### src/rtl/cpc_boot_loader.sv
// cpc_boot_loader
// ROM-download front end between the mist_io ioctl byte stream and the
// zsdram write port. Writes for the selected ioctl index are filtered to
// the three 16 KB ROM banks, remapped to SDRAM pages, buffered in a small
// FIFO and retired one at a time with a request/ack handshake. The CPU is
// held in boot_reset until the image is committed plus a guard interval.
//
// Optional feature macro: BOOT_CSUM_EN (additive checksum of committed bytes
// on csum; without it csum is tied to zero).
//
// Ports
//   clk_sys         in   system clock
//   reset           in   synchronous active-high reset
//   ioctl_download  in   host download in progress
//   ioctl_index     in   download target index
//   ioctl_wr        in   one-cycle byte strobe
//   ioctl_addr      in   byte address within the image
//   ioctl_dout      in   byte data
//   ioctl_wait      out  host must stall ioctl_wr while high
//   ram_we          out  SDRAM write request, held until ram_ack
//   ram_a           out  SDRAM byte address
//   ram_din         out  SDRAM write data
//   ram_ack         in   one-cycle write-complete pulse
//   boot_reset      out  hold machine in reset
//   loaded          out  last completed download committed at least one byte
//   overflow        out  sticky: byte arrived while FIFO full
//   csum            out  additive checksum of committed bytes
//
// Top FSM
//   state   | meaning
//   S_IDLE  | no ROM download, machine free-running
//   S_LOAD  | host streaming bytes
//   S_DRAIN | host done, FIFO and write engine emptying
//   S_HOLD  | all bytes committed, guard interval counting down

module cpc_boot_loader #(
    parameter int         FIFO_DEPTH  = 4,
    parameter logic [7:0] ROM_INDEX   = 8'h00,
    parameter logic [8:0] BANK0_PAGE  = 9'h000,
    parameter logic [8:0] BANK1_PAGE  = 9'h100,
    parameter logic [8:0] BANK2_PAGE  = 9'h107,
    parameter int         HOLD_CYCLES = 16
) (
    input  logic        clk_sys,
    input  logic        reset,
    input  logic        ioctl_download,
    input  logic [7:0]  ioctl_index,
    input  logic        ioctl_wr,
    input  logic [24:0] ioctl_addr,
    input  logic [7:0]  ioctl_dout,
    output logic        ioctl_wait,
    output logic        ram_we,
    output logic [22:0] ram_a,
    output logic [7:0]  ram_din,
    input  logic        ram_ack,
    output logic        boot_reset,
    output logic        loaded,
    output logic        overflow,
    output logic [7:0]  csum
);

    localparam int PTR_W  = $clog2(FIFO_DEPTH);
    localparam int HOLD_W = (HOLD_CYCLES > 1) ? $clog2(HOLD_CYCLES) : 1;
    localparam logic [PTR_W:0]    CNT_FULL = (PTR_W+1)'(FIFO_DEPTH);
    localparam logic [PTR_W:0]    CNT_WAIT = (PTR_W+1)'(FIFO_DEPTH - 1);
    localparam logic [HOLD_W-1:0] HOLD_INIT = HOLD_W'(HOLD_CYCLES - 1);

    typedef enum logic [1:0] {S_IDLE, S_LOAD, S_DRAIN, S_HOLD} state_t;
    typedef enum logic {W_IDLE, W_BUSY} wstate_t;

    state_t  state, state_next;
    wstate_t wstate, w_next;

    logic act, act_q, act_rise, act_fall;
    logic in_rom, accept, push, drop, pop, full, empty;
    logic w_load, start, finish, hold_load, drained_next;
    logic [8:0]        page;
    logic [30:0]       mem [FIFO_DEPTH];
    logic [PTR_W-1:0]  wr_ptr, rd_ptr;
    logic [PTR_W:0]    count, count_next;
    logic [HOLD_W-1:0] hold_cnt;
    logic [15:0]       commit_cnt;

    assign act      = ioctl_download & (ioctl_index == ROM_INDEX);
    assign act_rise = act & ~act_q;
    assign act_fall = ~act & act_q;

    always_comb begin
        in_rom = 1'b1;
        page   = BANK0_PAGE;
        case (ioctl_addr[24:14])
            11'd0:   page = BANK0_PAGE;
            11'd1:   page = BANK1_PAGE;
            11'd2:   page = BANK2_PAGE;
            default: in_rom = 1'b0;
        endcase
    end

    assign full   = (count == CNT_FULL);
    assign empty  = (count == '0);
    assign accept = ioctl_wr & act & in_rom;
    assign push   = accept & ~full;
    assign drop   = accept & full;
    // The head entry stays in the FIFO while its write is outstanding.
    assign pop    = (wstate == W_BUSY) & ram_ack;

    always_comb begin
        count_next = count;
        if (push & ~pop)
            count_next = count + 1'b1;
        else if (pop & ~push)
            count_next = count - 1'b1;
    end

    always_ff @(posedge clk_sys) begin
        if (push)
            mem[wr_ptr] <= {page, ioctl_addr[13:0], ioctl_dout};
    end

    always_ff @(posedge clk_sys) begin
        if (reset) begin
            wr_ptr     <= '0;
            rd_ptr     <= '0;
            count      <= '0;
            ioctl_wait <= 1'b0;
        end else begin
            if (push)
                wr_ptr <= wr_ptr + 1'b1;
            if (pop)
                rd_ptr <= rd_ptr + 1'b1;
            count      <= count_next;
            ioctl_wait <= (count_next >= CNT_WAIT);
        end
    end

    always_comb begin
        w_next = wstate;
        w_load = 1'b0;
        case (wstate)
            W_IDLE: if (!empty) begin
                w_next = W_BUSY;
                w_load = 1'b1;
            end
            W_BUSY: if (ram_ack)
                w_next = W_IDLE;
            default: w_next = W_IDLE;
        endcase
    end

    always_ff @(posedge clk_sys) begin
        if (reset) begin
            wstate  <= W_IDLE;
            ram_we  <= 1'b0;
            ram_a   <= '0;
            ram_din <= '0;
        end else begin
            wstate <= w_next;
            if (w_load) begin
                {ram_a, ram_din} <= mem[rd_ptr];
                ram_we           <= 1'b1;
            end else if (pop) begin
                ram_we <= 1'b0;
            end
        end
    end

    // Judged on next-cycle occupancy so the guard interval starts on the
    // edge that retires the final write.
    assign drained_next = (count_next == '0) & (w_next == W_IDLE);

    always_comb begin
        state_next = state;
        start      = 1'b0;
        finish     = 1'b0;
        hold_load  = 1'b0;
        case (state)
            S_IDLE: if (act_rise) begin
                state_next = S_LOAD;
                start      = 1'b1;
            end
            S_LOAD: if (act_fall)
                state_next = S_DRAIN;
            S_DRAIN: if (act_rise) begin
                state_next = S_LOAD;
            end else if (drained_next) begin
                state_next = S_HOLD;
                hold_load  = 1'b1;
            end
            S_HOLD: if (act_rise) begin
                state_next = S_LOAD;
                start      = 1'b1;
            end else if (hold_cnt == '0) begin
                state_next = S_IDLE;
                finish     = 1'b1;
            end
            default: state_next = S_IDLE;
        endcase
    end

    always_ff @(posedge clk_sys) begin
        if (reset) begin
            state      <= S_IDLE;
            act_q      <= 1'b0;
            hold_cnt   <= '0;
            boot_reset <= 1'b0;
            loaded     <= 1'b0;
            overflow   <= 1'b0;
            commit_cnt <= '0;
        end else begin
            state <= state_next;
            act_q <= act;
            if (hold_load)
                hold_cnt <= HOLD_INIT;
            else if (state == S_HOLD && hold_cnt != '0)
                hold_cnt <= hold_cnt - 1'b1;
            if (start) begin
                boot_reset <= 1'b1;
                loaded     <= 1'b0;
                overflow   <= 1'b0;
                commit_cnt <= '0;
            end else begin
                if (finish) begin
                    boot_reset <= 1'b0;
                    loaded     <= (commit_cnt != '0);
                end
                if (drop)
                    overflow <= 1'b1;
                if (pop && commit_cnt != 16'hFFFF)
                    commit_cnt <= commit_cnt + 1'b1;
            end
        end
    end

`ifdef BOOT_CSUM_EN
    logic [7:0] csum_q;

    always_ff @(posedge clk_sys) begin
        if (reset)
            csum_q <= '0;
        else if (start)
            csum_q <= '0;
        else if (pop)
            csum_q <= csum_q + ram_din;
    end

    assign csum = csum_q;
`else
    assign csum = 8'h00;
`endif

endmodule

### config.mk
export PLATFORM = sky130hd
export DESIGN_NAME = cpc_boot_loader
export DESIGN_NICKNAME = d
export VERILOG_FILES = /design/src/rtl/cpc_boot_loader.sv
export SDC_FILE = /design/constraint.sdc
export NUM_CORES = 1
export LEC_CHECK = 0
export CORE_ASPECT_RATIO = 1.5
export CORE_MARGIN = 2
export CORE_UTILIZATION = 35
export DETAILED_ROUTE_END_ITERATION = 16
export GPL_TIMING_DRIVEN = 0
export PLACE_DENSITY_LB_ADDON = 0.25
export SETUP_SLACK_MARGIN = 0.1
export SYNTH_ARGS = -nofsm -noshare
export SYNTH_HDL_FRONTEND = slang
export SYNTH_SLANG_ARGS = --single-unit
### constraint.sdc
create_clock -name clk_sys -period 2.7 [get_ports clk_sys]
set_input_delay 0.27 -clock clk_sys [delete_from_list [all_inputs] [get_ports clk_sys]]
set_output_delay 0.27 -clock clk_sys [all_outputs]
set_load 0.03 [all_outputs]
=== Word-level counts from Yosys, hierarchy flattened ===
Memory sizes are Yosys's and may differ from the RTL's. A register that Yosys moved wholly into a read port is not among the register bits.
Cells that the tools add are included.

* Bitwise operators: 18
* Shifts and indexed selects: 0
* Multiply operators: 0
* Equality and inequality tests: 11
* Div/mod/pow operators: 0
* Add/subtract/negate cells: 6
* Mux-type cells: 31
* Magnitude comparators: 1
* Reduce and logical (&&, ||, !) cells: 17

{| class="wikitable"
|+ Operator list
! kind !! count
|-
| $mux 1 || 18
|-
| $pmux 9 s2 || 1
|-
| $add 16x1->16 const B || 1
|-
| $ne 16x16->1 const B || 1
|-
| $reduce_bool 16->1 || 1
|-
| $mux 2 || 6
|-
| $and 1x1->1 || 11
|-
| $eq 11x1->1 const B || 1
|-
| $eq 11x2->1 const B || 1
|-
| $logic_not 11->1 || 1
|-
| $logic_not 8->1 || 1
|-
| $mux 4 || 2
|-
| $pmux 2 s4 || 1
|-
| $not 1->1 || 7
|-
| $logic_not 3->1 || 2
|-
| $mux 3 || 2
|-
| $ne 3x3->1 const B || 2
|-
| $reduce_bool 2->1 || 3
|-
| $add 2x1->2 const B || 2
|-
| $eq 2x2->1 const B || 2
|-
| $logic_not 4->1 || 1
|-
| $ne 2x2->1 const B || 2
|-
| $reduce_and 4->1 || 1
|-
| $reduce_bool 4->1 || 1
|-
| 11 further kinds || 13
|}

* Logic and storage cells: 98
* Register bits: 36
* Latch bits: 0
* Bits in read-only memories: 0
* Input port bits: 46
* Bits in writable memories: 124
* Output and inout bits: 44
* Memories kept: 1

{| class="wikitable"
|+ Memories
! name !! depth !! width !! rd ports !! clocked after Yosys merged registers in !! write ports !! line !! text
|-
| mem || 4 || 31 || 1 || 1 || 1 || 78 || <nowiki>logic [30:0] mem [FIFO_DEPTH];</nowiki>
|}

=== Logic depth before layout (Yosys ltp) ===
Gate-level depths: netlist of run 1.

* Depth in word-level cells: 15
* Depth in mapped cells: 9
* Depth with buffers taken out: 9

=== Least setup slack after synthesis of run 1 ===
OpenSTA, ideal clock, no wires.

* Path type: flip-flop to flip-flop
* Start point: register hold_cnt[0]
* End point: register state[0]
* Required time: 2.579 ns
* Buffers on the path: 0
* Arrival: 2.052 ns
* Setup time: 0.121 ns
* Cell stages (with the launch flop): 10
* Period minus slack after synthesis: 2.173 ns
* Slack: 0.527 ns
* Cell sequence: dfxtp_1 inv_1 ha_1 or3b_2 a211oi_1 a311o_1 nand2_1 nor2_2 a32oi_2 mux2_4

* Cells in the longest elaborated chain, start to end: 3

{| class="wikitable"
|+ RTL lines
! element !! line !! text
|-
| from (decl) || 81 || <nowiki>logic [HOLD_W-1:0] hold_cnt;</nowiki>
|-
| from (signal assigned) || 215 || <nowiki>hold_cnt <= hold_cnt - 1'b1;</nowiki>
|-
| $logic_not 4->1 || 192 || <nowiki>end else if (hold_cnt == '0) begin</nowiki>
|-
| $ne 3x3->1 (no source line) || -- ||
|-
| $reduce_and 4->1 (no source line) || -- ||
|-
| to (signal assigned) || 210 || <nowiki>state <= state_next;</nowiki>
|-
| to (decl) || 71 || <nowiki>state_t state, state_next;</nowiki>
|}

No other way between the ends.
A chain may end at the register's enable or synchronous reset.

=== Worst setup path after layout of run 1 ===
Same ends and word-level chain as after synthesis.

==> results of run 1 <==
Yosys cell counts, drive strengths merged (2+ instances only):
cell,count
a211oi,4
a21o,2
a21oi,39
a31oi,2
and2,6
and3,2
and4,6
buf,22
clkbuf,12
dfxtp,60
edfxtp,96
ha,15
inv,14
mux4,24
nand2,65
nand2b,2
nand3,7
nand4,6
nor2,42
nor3,6
nor4,8
nor4b,2
or2,2
xnor2,13
xor2,9
worst paths after layout:
path / to / cells past startpoint / startpoint
worst max-delay path: state[0] / 9 / hold_cnt[0]
worst min-delay path: count[2] / 2 / reset
worst max register to register: state[0] / 9 / hold_cnt[0]
worst min register to register: ram_din[3] / 2 / ram_din[3]
metrics by stage:
stage / area (sq um) / util / total power [mW]
CTS: 8120 / 0.450 / 6.09
finish: 8120 / 0.450 / 6.02
detailed placement: 7510 / 0.417 / 3.65
global placement: 7510 / 0.417 / 3.62
floorplan: 6490 / - / 3.30
global route: 8120 / 0.450 / 6.27
placed cells by master, fill, tap and decap left out, types with 4 or more instances in the layout:
master | synthesis | final
buf_4 | 15 | 15
nand3_1 | 7 | 7
mux4_2 | 24 | 24
nor2_1 | 41 | 41
conb_1 | 1 | 13
clkbuf_16 | 0 | 17
and4_1 | 5 | 5
clkbuf_1 | 12 | 13
inv_8 | 0 | 4
clkdlybuf4s50_1 | 0 | 75
a21oi_1 | 39 | 39
xnor2_1 | 13 | 13
a211oi_1 | 4 | 4
nor3_1 | 5 | 5
nand2_1 | 65 | 65
buf_2 | 5 | 5
edfxtp_1 | 96 | 96
dfxtp_1 | 60 | 60
and2_2 | 4 | 4
inv_1 | 14 | 14
nor4_1 | 7 | 7
xor2_1 | 9 | 9
ha_1 | 15 | 15
nand4_1 | 5 | 5
inv_6 | 0 | 6
metal layers:
layer  routed length [microns]  GRT usage  part of all wire  vias to the layer above
li1                          -          -                 -                     1961
met1                      5610      0.170              0.41                     2048
met2                      7210      0.267              0.53                       99
met3                       539     0.0242             0.040                       15
met4                       174     0.0508             0.013                        0
met5                         0          0                 0                        -
state kept, by name, indices dropped and copies added (netlist names):
register / cells
act_q: 1
boot_reset: 1
commit_cnt: 16
count: 3
hold_cnt: 4
ioctl_wait: 1
loaded: 1
mem: 96
overflow: 1
ram_a: 16
ram_din: 8
ram_we: 1
rd_ptr: 2
state: 2
wr_ptr: 2
wstate: 1
logic make-up after synthesis:
kind of cell | Yosys count | share of synthesized area
AO/OA/AOI/OAI | 56 | 0.0543
AND/OR/NAND/NOR | 162 | 0.126
other | 1 | 0.000582
adder cells (fa/ha/maj) | 16 | 0.0307
buffers and inverters | 48 | 0.0377
XOR/XNOR | 22 | 0.0299
flip-flops | 156 | 0.634
multiplexers | 26 | 0.0877
final cells by class:
| cell class | count | area, sq um |
|---|---|---|
| repair buffers | 75 | 751 |
| inverters | 14 | 52.6 |
| fillers | 1682 | 9900 |
| clock buffers | 18 | 429 |
| clock inverters | 14 | 173 |
| multi-input cells | 295 | 2160 |
| well taps | 217 | 272 |
| plain buffers | 34 | 190 |
| flip-flops and latches | 156 | 4080 |
power breakdown:
part,leakage (nW),switching (mW),internal [mW]
combinational,1.09,0.527,0.393
clock,0.291,1.02,1.41
sequential,1.35,0.0664,2.61
==> metrics.md, run 1 <==
| Metric | Value |
|---|---|
| Hold_buf cts | 0 |
| Worst clock skew | 12.5 ps |
| DR vias | 4123 |
| CP cell instances | inv_1 > ha_1 > or3b_2 > a211oi_1 > a311o_1 > nand2_1 > nor2_2 > a32oi_2 > mux2_4 |
| Initial Utilization | 0.358 |
| Mean Syn Cell Area | 13.2 sq um |
| Pre-CTS WS | -163 ps |
| Detailed Route Iter0 Violations | 111 |
| PortBufs | 75 |
| VDD IR max | 422 uV |
| CTS Buffer Depth | 2 |
| Global-route wire length before repair | 21800 microns |
| Core area | 18000 sq um |
| Setup CP Type | reg2reg |
| Largest net degree at the start of global routing | 25 |
| Fin crit period | 2410 ps |
| # Post-CTS Setup Buffers | 0 |
| Area share of the leading cell type in the synthesized netlist | 0.447 |
| PD cells | 742 nW/um^2 |
| Syn. warnings | 0 |
| Worst R2R Setup Slack | 290 ps |
| CP Buf/Inv Count | 1 |
| Actual slew at the worst max-slew pin | 856 ps |
| Number of enable flip-flop cells after synthesis | 96 |
| Pre-Repair DR Iteration Count | 4 |
| Hold Vio Cnt, Final | 0 |
| Initial antenna violation count | 0 |
| Num CTS Buffers | 17 |
| DRC | 0 |
| Hold Crit Class | in2reg |
| Cell count after placement | 791 |
| Setup TNS | 0 ps |
| Worst EP required | 3000 ps |
| Slowest stage delay, CP | 510 ps |
| Gate Count Post-Synth | 487 |
| CP Capture Type | register |
| Crit path DAT | 2710 ps |
| Clk pin slew, worst setup/hold paths | 60 ps |
| PostCTS Resize Cnt | 0 |
| Peak Freq | 415 MHz |
| Worst-Skew Late Latency | 420 ps |
| Gr usage total | 0.146 |
| Die height | 170 microns |
| Crit path max-delay cell type | or3b_2 |
| Total gr overflow | 0 |
| Leakage power | 2.73 nW |
| Sink Count | 156 |
| Routed Wire Length | 13500 microns |
| Cell taking the most area after synthesis | edfxtp_1 |
| Full die area | 19500 sq um |
| Vias in the first global route | 4286 |
| Non-filler cells, final | 823 |
| Vias/cell | 5.01 |
| HPWL after detailed placement | 9110 microns |
| Max-slew headroom | 0.424 |
| Worst setup margin | 291 ps |
| Worst Path Max Fanout | 5 |
| Cell row count | 60 |
| Max-slew violations | 0 |
| Crit start category | register |
| Final worst-path cycle share | 0.892 |
| CTS tree | done |
| H-tree depth | 4 |
| Fraction of registers with async set or reset after synthesis | 0 |
| Routed Antenna Nets | 0 |
| Top FF cell, synth | edfxtp_1 |
| RSZ-0062 raised after global routing | false |
| Layout Nets | 654 |
| Synth Cell Area | 6450 sq um |
| Layout cells sized above 1 | 0.155 |
| Chip width | 115 microns |
| GPL Wtd Cong | 0.746 |
| Sequential area share after synthesis | 0.634 |
| WHS | 252 ps |
| Root Driver | clkbuf_16 |
| Largest cells by area after synthesis | edfxtp_1 (45%), dfxtp_1 (19%), mux4_2 (8.4%), nand2_1 (3.8%), a21oi_1 (3.0%) |
| Routed len/inst | 16.4 microns |
| Synth unique cells | 55 |
| Max Cap Violations | 0 |
| N_diodes | 0 |
| Synth-to-Final Area Change | 25.9% |
| Final-report setup violation count | 0 |
| Synth Register Bits | 156 |
| Io pins | 90 |
| Delay-heaviest family, CP | simple AND/OR/NAND/NOR gates |
| Status | finished clean |
Power figures use the tool's default switching activity.
==> run 2: changes to the inputs <==
SLEW_MARGIN = 25   (was not set)
==> results of run 2 <==
Final layout, timing and power as in run 1 (identical DEF).
==> run 3: changes to the inputs <==
SKIP_LAST_GASP = 1   (was not set)
==> results of run 3 <==
Final layout, timing and power as in run 1 (identical DEF).
